`config.mk`:
```
export PLATFORM = sky130hd
export DESIGN_NAME = classifier_cfg_ctrl_flat
export DESIGN_NICKNAME = d
export VERILOG_FILES = /design/src/rtl/classifier_cfg_ctrl_if.sv /design/src/rtl/classifier_cfg_ctrl.sv /design/src/flat_wrapper.sv
export SDC_FILE = /design/constraint.sdc
export NUM_CORES = 1
export LEC_CHECK = 0
export ABC_CLOCK_PERIOD_IN_PS = 5300
export BUFFER_PORTS_ARGS = -buffer_cell sky130_fd_sc_hd__buf_2
export CELL_PAD_IN_SITES_DETAIL_PLACEMENT = 2
export CELL_PAD_IN_SITES_GLOBAL_PLACEMENT = 2
export CORE_UTILIZATION = 40
export DETAILED_ROUTE_END_ITERATION = 16
export GPL_ROUTABILITY_DRIVEN = 0
export PLACE_DENSITY_LB_ADDON = 0.1
export SYNTH_ARGS = -nofsm -noshare
export SYNTH_HDL_FRONTEND = slang
export SYNTH_SLANG_ARGS = --single-unit
export TNS_END_PERCENT = 1
```
`constraint.sdc`:
```
create_clock -name clk -period 5.3 [get_ports clk]
set_clock_uncertainty 0.2 [all_clocks]
set_input_delay 1.06 -clock clk [delete_from_list [all_inputs] [get_ports clk]]
set_output_delay 1.06 -clock clk [all_outputs]
set_load 0.05 [all_outputs]
```
`src/rtl/classifier_cfg_ctrl_if.sv`:
```
// Host/classifier-facing signal bundle for classifier_cfg_ctrl.
// force_commit exists only when CLASSIFIER_CFG_FORCE_EN is defined.
interface classifier_cfg_ctrl_if;
    logic        wr_en;
    logic [1:0]  wr_addr;
    logic [15:0] wr_data;
    logic        commit_req;
    logic        err_clr;
    logic [1:0]  event_in;
`ifdef CLASSIFIER_CFG_FORCE_EN
    logic        force_commit;
`endif
    logic [7:0]  class_a_thresh_out;
    logic [7:0]  class_b_thresh_out;
    logic [15:0] timeout_period_out;
    logic        busy;
    logic        commit_ack;
    logic        commit_nack;
    logic [1:0]  cfg_err;

    modport master (
`ifdef CLASSIFIER_CFG_FORCE_EN
        output force_commit,
`endif
        output wr_en, wr_addr, wr_data, commit_req, err_clr, event_in,
        input  class_a_thresh_out, class_b_thresh_out, timeout_period_out,
        input  busy, commit_ack, commit_nack, cfg_err
    );

    modport slave (
`ifdef CLASSIFIER_CFG_FORCE_EN
        input  force_commit,
`endif
        input  wr_en, wr_addr, wr_data, commit_req, err_clr, event_in,
        output class_a_thresh_out, class_b_thresh_out, timeout_period_out,
        output busy, commit_ack, commit_nack, cfg_err
    );
endinterface

```
`src/rtl/classifier_cfg_ctrl.sv`:
```
// Classifier config controller: shadow regs, commit validation, apply after a quiet run.
// Optional CLASSIFIER_CFG_FORCE_EN adds force_commit to bypass the quiet wait.
module classifier_cfg_ctrl #(
    parameter int unsigned QUIET_CYCLES = 2000,
    parameter int unsigned MAX_WAIT     = 100000,
    parameter int unsigned DEF_A_THRESH = 5,
    parameter int unsigned DEF_B_THRESH = 1,
    parameter int unsigned DEF_TIMEOUT  = 10000
) (
    input logic                  clk,
    input logic                  reset,
    classifier_cfg_ctrl_if.slave bus
);
    localparam int unsigned CNT_W = $clog2(MAX_WAIT + 1);
    localparam logic [CNT_W-1:0] QUIET_LAST = CNT_W'(QUIET_CYCLES - 1);
    localparam logic [CNT_W-1:0] WAIT_LAST  = CNT_W'(MAX_WAIT - 1);

    typedef struct packed {
        logic [7:0]  a;
        logic [7:0]  b;
        logic [15:0] tmo;
    } cfg_t;

    localparam cfg_t DEF_CFG = '{a: 8'(DEF_A_THRESH), b: 8'(DEF_B_THRESH), tmo: 16'(DEF_TIMEOUT)};

    typedef enum logic [1:0] {IDLE, PENDING, APPLY} state_t;

    state_t           r_state, w_next_state;
    cfg_t             r_shadow, r_stage, r_out;
    logic [CNT_W-1:0] r_quiet_cnt, r_wait_cnt;
    logic             r_busy, r_ack, r_nack;
    logic [1:0]       r_cfg_err;

    logic       w_valid, w_quiet, w_force, w_load_stage, w_ack, w_nack;
    logic [1:0] w_err_set;

    assign w_valid = (r_shadow.b != 8'd0) && (r_shadow.a > r_shadow.b) && (r_shadow.tmo != 16'd0);
    assign w_quiet = (bus.event_in == 2'b00);
`ifdef CLASSIFIER_CFG_FORCE_EN
    assign w_force = bus.force_commit;
`else
    assign w_force = 1'b0;
`endif

    // State register
    always_ff @(posedge clk or posedge reset) begin
        if (reset) r_state <= IDLE;
        else       r_state <= w_next_state;
    end

    // Next-state and strobe decode; apply wins over wait timeout
    always_comb begin
        w_next_state = r_state;
        w_load_stage = 1'b0;
        w_ack        = 1'b0;
        w_nack       = 1'b0;
        w_err_set    = 2'b00;
        case (r_state)
            IDLE: begin
                if (bus.commit_req) begin
                    if (w_valid) begin
                        w_load_stage = 1'b1;
                        w_next_state = w_force ? APPLY : PENDING;
                    end else begin
                        w_nack       = 1'b1;
                        w_err_set[0] = 1'b1;
                    end
                end
            end
            PENDING: begin
                if (w_force || (w_quiet && (r_quiet_cnt == QUIET_LAST))) begin
                    w_next_state = APPLY;
                end else if (r_wait_cnt == WAIT_LAST) begin
                    w_next_state = IDLE;
                    w_nack       = 1'b1;
                    w_err_set[1] = 1'b1;
                end
            end
            APPLY: begin
                w_next_state = IDLE;
                w_ack        = 1'b1;
            end
            default: w_next_state = IDLE;
        endcase
    end

    // Shadow registers are writable in every state
    always_ff @(posedge clk or posedge reset) begin
        if (reset) begin
            r_shadow <= DEF_CFG;
        end else if (bus.wr_en) begin
            case (bus.wr_addr)
                2'd0:    r_shadow.a   <= bus.wr_data[7:0];
                2'd1:    r_shadow.b   <= bus.wr_data[7:0];
                2'd2:    r_shadow.tmo <= bus.wr_data;
                default: ;
            endcase
        end
    end

    // Staging, quiet/wait counters and registered outputs
    always_ff @(posedge clk or posedge reset) begin
        if (reset) begin
            r_stage     <= DEF_CFG;
            r_out       <= DEF_CFG;
            r_quiet_cnt <= '0;
            r_wait_cnt  <= '0;
            r_busy      <= 1'b0;
            r_ack       <= 1'b0;
            r_nack      <= 1'b0;
            r_cfg_err   <= 2'b00;
        end else begin
            if (w_load_stage) begin
                r_stage     <= r_shadow;
                r_quiet_cnt <= '0;
                r_wait_cnt  <= '0;
            end else if (r_state == PENDING) begin
                r_quiet_cnt <= w_quiet ? (r_quiet_cnt + CNT_W'(1)) : '0;
                r_wait_cnt  <= r_wait_cnt + CNT_W'(1);
            end
            if (w_ack) r_out <= r_stage;
            r_busy    <= (w_next_state != IDLE);
            r_ack     <= w_ack;
            r_nack    <= w_nack;
            r_cfg_err <= (bus.err_clr ? 2'b00 : r_cfg_err) | w_err_set;
        end
    end

    assign bus.class_a_thresh_out = r_out.a;
    assign bus.class_b_thresh_out = r_out.b;
    assign bus.timeout_period_out = r_out.tmo;
    assign bus.busy               = r_busy;
    assign bus.commit_ack         = r_ack;
    assign bus.commit_nack        = r_nack;
    assign bus.cfg_err            = r_cfg_err;
endmodule

```
`src/flat_wrapper.sv`:
```
// flat-port wrapper written by rule: the top's interface ports become plain ports
module classifier_cfg_ctrl_flat 
#(
    parameter int unsigned QUIET_CYCLES = 2000,
    parameter int unsigned MAX_WAIT     = 100000,
    parameter int unsigned DEF_A_THRESH = 5,
    parameter int unsigned DEF_B_THRESH = 1,
    parameter int unsigned DEF_TIMEOUT  = 10000
)
  (clk, reset, bus_wr_en, bus_wr_addr, bus_wr_data, bus_commit_req, bus_err_clr, bus_event_in, bus_class_a_thresh_out, bus_class_b_thresh_out, bus_timeout_period_out, bus_busy, bus_commit_ack, bus_commit_nack, bus_cfg_err);
  classifier_cfg_ctrl_if bus_i ();
  input logic clk;
  input logic reset;
  input wire logic [$bits(bus_i.wr_en)-1:0] bus_wr_en;
  input wire logic [$bits(bus_i.wr_addr)-1:0] bus_wr_addr;
  input wire logic [$bits(bus_i.wr_data)-1:0] bus_wr_data;
  input wire logic [$bits(bus_i.commit_req)-1:0] bus_commit_req;
  input wire logic [$bits(bus_i.err_clr)-1:0] bus_err_clr;
  input wire logic [$bits(bus_i.event_in)-1:0] bus_event_in;
  output wire logic [$bits(bus_i.class_a_thresh_out)-1:0] bus_class_a_thresh_out;
  output wire logic [$bits(bus_i.class_b_thresh_out)-1:0] bus_class_b_thresh_out;
  output wire logic [$bits(bus_i.timeout_period_out)-1:0] bus_timeout_period_out;
  output wire logic [$bits(bus_i.busy)-1:0] bus_busy;
  output wire logic [$bits(bus_i.commit_ack)-1:0] bus_commit_ack;
  output wire logic [$bits(bus_i.commit_nack)-1:0] bus_commit_nack;
  output wire logic [$bits(bus_i.cfg_err)-1:0] bus_cfg_err;
  assign bus_i.wr_en = bus_wr_en;
  assign bus_i.wr_addr = bus_wr_addr;
  assign bus_i.wr_data = bus_wr_data;
  assign bus_i.commit_req = bus_commit_req;
  assign bus_i.err_clr = bus_err_clr;
  assign bus_i.event_in = bus_event_in;
  assign bus_class_a_thresh_out = bus_i.class_a_thresh_out;
  assign bus_class_b_thresh_out = bus_i.class_b_thresh_out;
  assign bus_timeout_period_out = bus_i.timeout_period_out;
  assign bus_busy = bus_i.busy;
  assign bus_commit_ack = bus_i.commit_ack;
  assign bus_commit_nack = bus_i.commit_nack;
  assign bus_cfg_err = bus_i.cfg_err;
  classifier_cfg_ctrl #(.QUIET_CYCLES(QUIET_CYCLES), .MAX_WAIT(MAX_WAIT), .DEF_A_THRESH(DEF_A_THRESH), .DEF_B_THRESH(DEF_B_THRESH), .DEF_TIMEOUT(DEF_TIMEOUT)) u_core (.clk(clk), .reset(reset), .bus(bus_i));
endmodule
```
* Yosys cells after proc, flatten, opt, wreduce, memory -nomap -nowiden
Index checks and enable logic that the tools add are counted.
** Storage, ports and cells
- Register bits after elaboration :: 137
- Input port bits :: 25
- Output and inout bits :: 37
- Logic and storage cells :: 61
** Operators by class
- Add/subtract/negate cells :: 2
- Magnitude comparators :: 1
- Equality and inequality tests :: 6
- Mux-type cells :: 22
- Bitwise operators :: 1
- Reductions and logical operators :: 13
** Operator list (count)
- 2-to-1 mux 17 bit :: 5
- adder 17 x 1 -> 17 bit, second input constant :: 2
- == test 17 x 11 -> 1 bit, second input constant :: 1
- == test 17 bit, second input constant :: 1
- nonzero test 16 bit :: 1
- 2-to-1 mux 1 bit :: 10
- 2-to-1 mux 2 bit :: 5
- greater-than comparator 8 bit :: 1
- nonzero test 8 bit :: 1
- zero test 2 bit :: 3
- AND reduction 2 bit :: 3
- == test 2 x 1 -> 1 bit, second input constant :: 2
- == test 2 bit, second input constant :: 2
- case mux 2 bit (2 select lines) :: 1
- nonzero test 2 bit :: 2
- logical AND 1 bit :: 3
- OR 2 bit :: 1
- case mux 1 bit (2 select lines) :: 1

* Longest topological paths before layout
- Depth after elaboration :: 7
- Depth in mapped cells :: 9
- Gate-level depth less buffers :: 7

* Least setup slack after synthesis
No wires, ideal clock.
- Kind :: flip-flop to flip-flop
- Start point :: register u_core.r_shadow[19] (netlist name)
- End point :: register u_core.r_stage[11] (netlist name)
- Library setup time :: 0.125 ns
- Data arrival time :: 2.121 ns
- Required time :: 4.975 ns
- Path slack :: 2.855 ns
- Stages on the path, launching flop included :: 9
- Path buffers :: 1
- Period minus slack after synthesis :: 2.445 ns
- Cell sequence :: dfrtp_1 -> inv_1 -> ha_1 -> nand2_1 -> o21bai_1 -> a211o_1 -> a211oi_2 -> buf_6 -> mux2_2
** Between the ends
- Word-level cells in the longest chain between the ends :: 6
- Elaborated cells on any way between the ends :: 7
- Classes of those cells :: order compare: 1; mux: 3; reduce/logical: 3
** RTL lines
- start, declared :: line classifier_cfg_ctrl.sv:29 : cfg_t r_shadow, r_stage, r_out;
- greater-than comparator 8 bit / nonzero test 8 bit (equally long branches) :: line classifier_cfg_ctrl.sv:37 : assign w_valid = (r_shadow.b != 8'd0) && (r_shadow.a > r_shadow.b) && (r_shadow.tmo != 16'd0);
- logical AND 1 bit * (2 in series) :: line classifier_cfg_ctrl.sv:37
- 2-to-1 mux 1 bit * :: line classifier_cfg_ctrl.sv:61 : if (w_valid) begin
- 2-to-1 mux 1 bit * :: line classifier_cfg_ctrl.sv:60 : if (bus.commit_req) begin
- 2-to-1 mux 1 bit * :: line classifier_cfg_ctrl.sv:58 : case (r_state)
- end signal, assigned :: line classifier_cfg_ctrl.sv:114 : r_stage <= r_shadow;
- end, declared :: line classifier_cfg_ctrl.sv:29
Every way passes the cells marked *; elsewhere a longest branch is shown, timed or not.
A chain may end at the register's enable or synchronous reset.

* Worst setup path in the final report
- Start point :: register u_core.r_shadow[19] (netlist name)
- End point :: register u_core.r_stage[0] (netlist name)
Same word-level chain as after synthesis.

==> flow_metrics.py <==
metrics = {
    "synth": {
        "syn_inst": 497,
        "synth_compound_area_share_pct": 6.08,
        "synthFlopType": "dfrtp_1",
        "synthAdderAreaFrac_pct": 2.06,
        "avgSynthCellArea_um2": 12.2,
        "synth_top_family_by_area": "multiplexers",
        "ys_types": 45,
        "synthXorXnorAreaFrac_pct": 1.59,
        "ys.warnings.count": 0,
        "synth_edf_count": 0,
        "ys_async_sr_fraction_pct": 100,
        "syn_area_um2": 6070,
        "ys_ff_latch": 137,
        "seq_area_frac_synth_pct": 57.0,
        "yosys.area_share.simple_pct": 12.0,
        "synthMuxAreaShare_pct": 18.5,
        "synth_nets": 532,
    },
    "pwr": {
        "internal_power_uw": 2410,
        "power_density_nw_per_um2": 476,
        "cellLeakagePower_uw": 0.00331,
        "ir_drop_uv": 212,
        "combinationalPowerShare_pct": 18.4,
        "p_seq_share_pct": 44.0,
        "pwr-share-clk_pct": 37.6,
        "sw_frac_of_total_pct": 29.4,
        "p_sw_uw": 1010,
    },
    "cells_and_area": {
        "fill_cells": 1433,
        "finalNetCount": 598,
        "seq_area_um2": 3460,
        "syn2layout_area_growth_pct": 18.4,
        "multi_input_area_um2": 2450,
        "final_cells": 760,
        "drive_above_1_share_pct": 38.4,
        "n_antenna_cell": 0,
    },
    "sta": {
        "setup-violations-final": 0,
        "setup_tns_ns": 0,
        "relSlewSlack_pct": 30.4,
        "timing.final.hold_violations": 0,
        "rsz0062_at_grt": "no",
        "setup_slack_ns": 2.37,
        "worstMarginPinSlew_ns": 1.04,
        "slew_viol_final": 0,
        "max_freq_ghz": 0.342,
        "period_share_pct": 55.2,
        "period_minus_slack_ns": 2.93,
    },
    "global_route": {
        "met2_usage_pct": 39.8,
        "grt_pass1_wl_mm": 26.5,
        "use_met1_pct": 26.2,
        "grt_usage_pct": 22.0,
        "grt_max_degree": 112,
        "top_usage_layer": "met2",
        "grt_pass1_vias": 4822,
        "antenna_found_initial": 0,
        "grtUsageMet3_pct": 4.54,
        "globalRouteOverflowTotal": 0,
    },
    "clock_tree": {
        "path_clk_slew_ns": 0.06,
        "cts_sinks": 137,
        "cts_tree": "built",
        "cts-buffers-inserted": 17,
        "htree_levels": 4,
        "cts_root_buf": "clkbuf_16",
        "post_cts_buffers": 0,
        "clock_latency_ns": 0.42,
        "cts_buffer_depth": 2,
        "ctsResizeCount": 0,
        "cts_hold_buf": 0,
    },
    "worst_setup_path": {
        "r2r_start": "u_core.r_shadow[19]",
        "cp.arrival_ns": 3.03,
        "crit_type": "flip-flop to flip-flop",
        "cp_max_fo": 46,
        "reg2reg_depth": 8,
        "worst_setup_path_start_kind": "flip-flop",
        "worstPathRequired_ns": 5.40,
        "end_kind": "flip-flop",
        "r2r_end": "u_core.r_stage[0]",
        "ff2ff_setup_slack_ns": 2.37,
    },
    "die": {
        "rows": 44,
        "die-area_um2": 15700,
        "initial_utilization_pct": 41.4,
        "dieWidth_um": 125,
        "die_h_um": 125,
        "io_pins": 62,
        "coreArea_um2": 14600,
    },
    "route": {
        "drc_errors": 0,
        "routed_wl_mm": 16.0,
        "drt.antenna.violating_nets": 0,
        "vias": 4132,
        "drt_iter0_drc": 120,
        "vias_per_cell": 5.44,
        "dr.pass1.iters": 6,
        "avgRoutedWirePerCell_um": 21.0,
    },
    "hold_path": {
        "hold_path_class": "flip-flop to flip-flop",
        "hp-start": "u_core.bus.class_b_thresh_out[2]",
        "hold_end": "u_core.bus.class_b_thresh_out[2]",
        "min_path_cells": 1,
    },
    "placed_design": {
        "post-place-ws_ns": 2.41,
        "place_inst": 728,
        "portBuffers": 61,
        "hpwl_mm": 10.1,
    },
    "flow_run": {
        "maxCapViolCount": 0,
    },
    "run_status": {
        "status": "finished, final reports clean",
    },
}
[cell families after synthesis]
kind of cell             after synthesis
buffers and inverters                 34
flip-flops                           137
XOR/XNOR                              11
AND/OR/NAND/NOR                      145
multiplexers                         100
adder cells (fa/ha/maj)               10
AO/OA/AOI/OAI                         60
[synth_stat cells, drive strengths merged (10+ instances only)]
cell type  count  area (um^2)
and2          10         62.6
o21ai         22          110
o22ai         10         62.6
ha            10          125
dfstp         24          631
clkbuf        14         53.8
nor2          23         86.3
dfrtp        113         2830
nand3         16         80.1
inv           14         52.6
nor3          11         55.1
mux2          95         1070
nand2         45          169
[layer usage]
layer | share of wire (%) | up-vias
met4 | 1.3 | 0
met5 | 0 | -
met2 | 54 | 49
met1 | 42 | 2156
met3 | 2.1 | 18
li1 | - | 1909
[worst max-delay path, cell delays in order, from the launching register on]
cell	delay (ns)
dfrtp_1	0.42
inv_1	0.07
ha_1	0.30
nand2_1	0.08
o21bai_1	0.17
a211o_1	0.36
a211oi_4	0.26
buf_4	0.52
mux2_2	0.41
[worst max path at each step]
stage	start	endpoint	slack, ns	cells past startpoint
global route	u_core.r_shadow[17]	u_core.r_stage[22]	2.27	8
detailed placement	bus_commit_req	u_core.r_stage[12]	2.41	5
CTS	u_core.r_shadow[19]	u_core.r_stage[0]	2.37	8
floorplan	reset	u_core.bus.busy	0.41	1
global placement	bus_commit_req	u_core.r_stage[15]	2.44	5
finish	u_core.r_shadow[19]	u_core.r_stage[0]	2.37	8
[metrics by stage]
step	utilization, %	power, uW	hold WS [ns]	cell area, um^2
after floorplan	-	1910	0.254	6070
after global placement	44.7	2080	0.275	6540
after global routing	49.1	3590	0.328	7180
final	49.1	3420	0.301	7180
after CTS	49.1	3460	0.308	7180
after detailed placement	44.7	2140	0.292	6540
[power by group through the flow]
stage               clock network [uW]  registers (uW)  logic, uW
floorplan                            0            1470        446
global placement                     0            1500        585
detailed placement                   0            1520        623
CTS                               1300            1510        647
global route                      1350            1540        698
finish                            1280            1500        630
[registers in the layout (all words and copies together) (netlist names)]
register                       cells
u_core.r_quiet_cnt                17
u_core.bus.cfg_err                 2
u_core.r_shadow                   32
u_core.bus.class_b_thresh_out      8
u_core.bus.busy                    1
u_core.bus.class_a_thresh_out      8
u_core.bus.commit_ack              1
u_core.bus.commit_nack             1
u_core.r_stage                    32
u_core.r_wait_cnt                 17
u_core.r_state                     2
u_core.bus.timeout_period_out     16
[cells in the final DEF (no fill, tap or decap), types with 3 or more instances in the layout]
cell type  instances
nand3_1           16
xor2_1             7
and2_1            10
clkinv_4           3
nand4_1            8
clkbuf_8           3
nand2_1           45
mux2_2            93
buf_4              6
clkbuf_16         17
buf_2             61
nor2_1            23
xnor2_1            4
ha_1              10
nor3_1            11
o211ai_1           3
o22ai_1           10
clkinv_2           3
mux2i_1            5
a21oi_1            8
dfrtp_1          113
bufinv_16          4
and3_1             4
o21ai_0           22
inv_1             13
and4_1             3
nor4_1             8
nor2b_1            3
dfstp_2           24
a31oi_1            6
[cell type report]
cell class / count / share of cell area [%]
clock buffer: 21 / 6.55
clock inverter: 11 / 2.35
inverter: 14 / 0.801
multi-input combinational: 326 / 34.1
sequential: 137 / 48.1
tap: 184 / 3.21
timing repair buffer: 67 / 4.88
(Power assumes the default switching activity.)
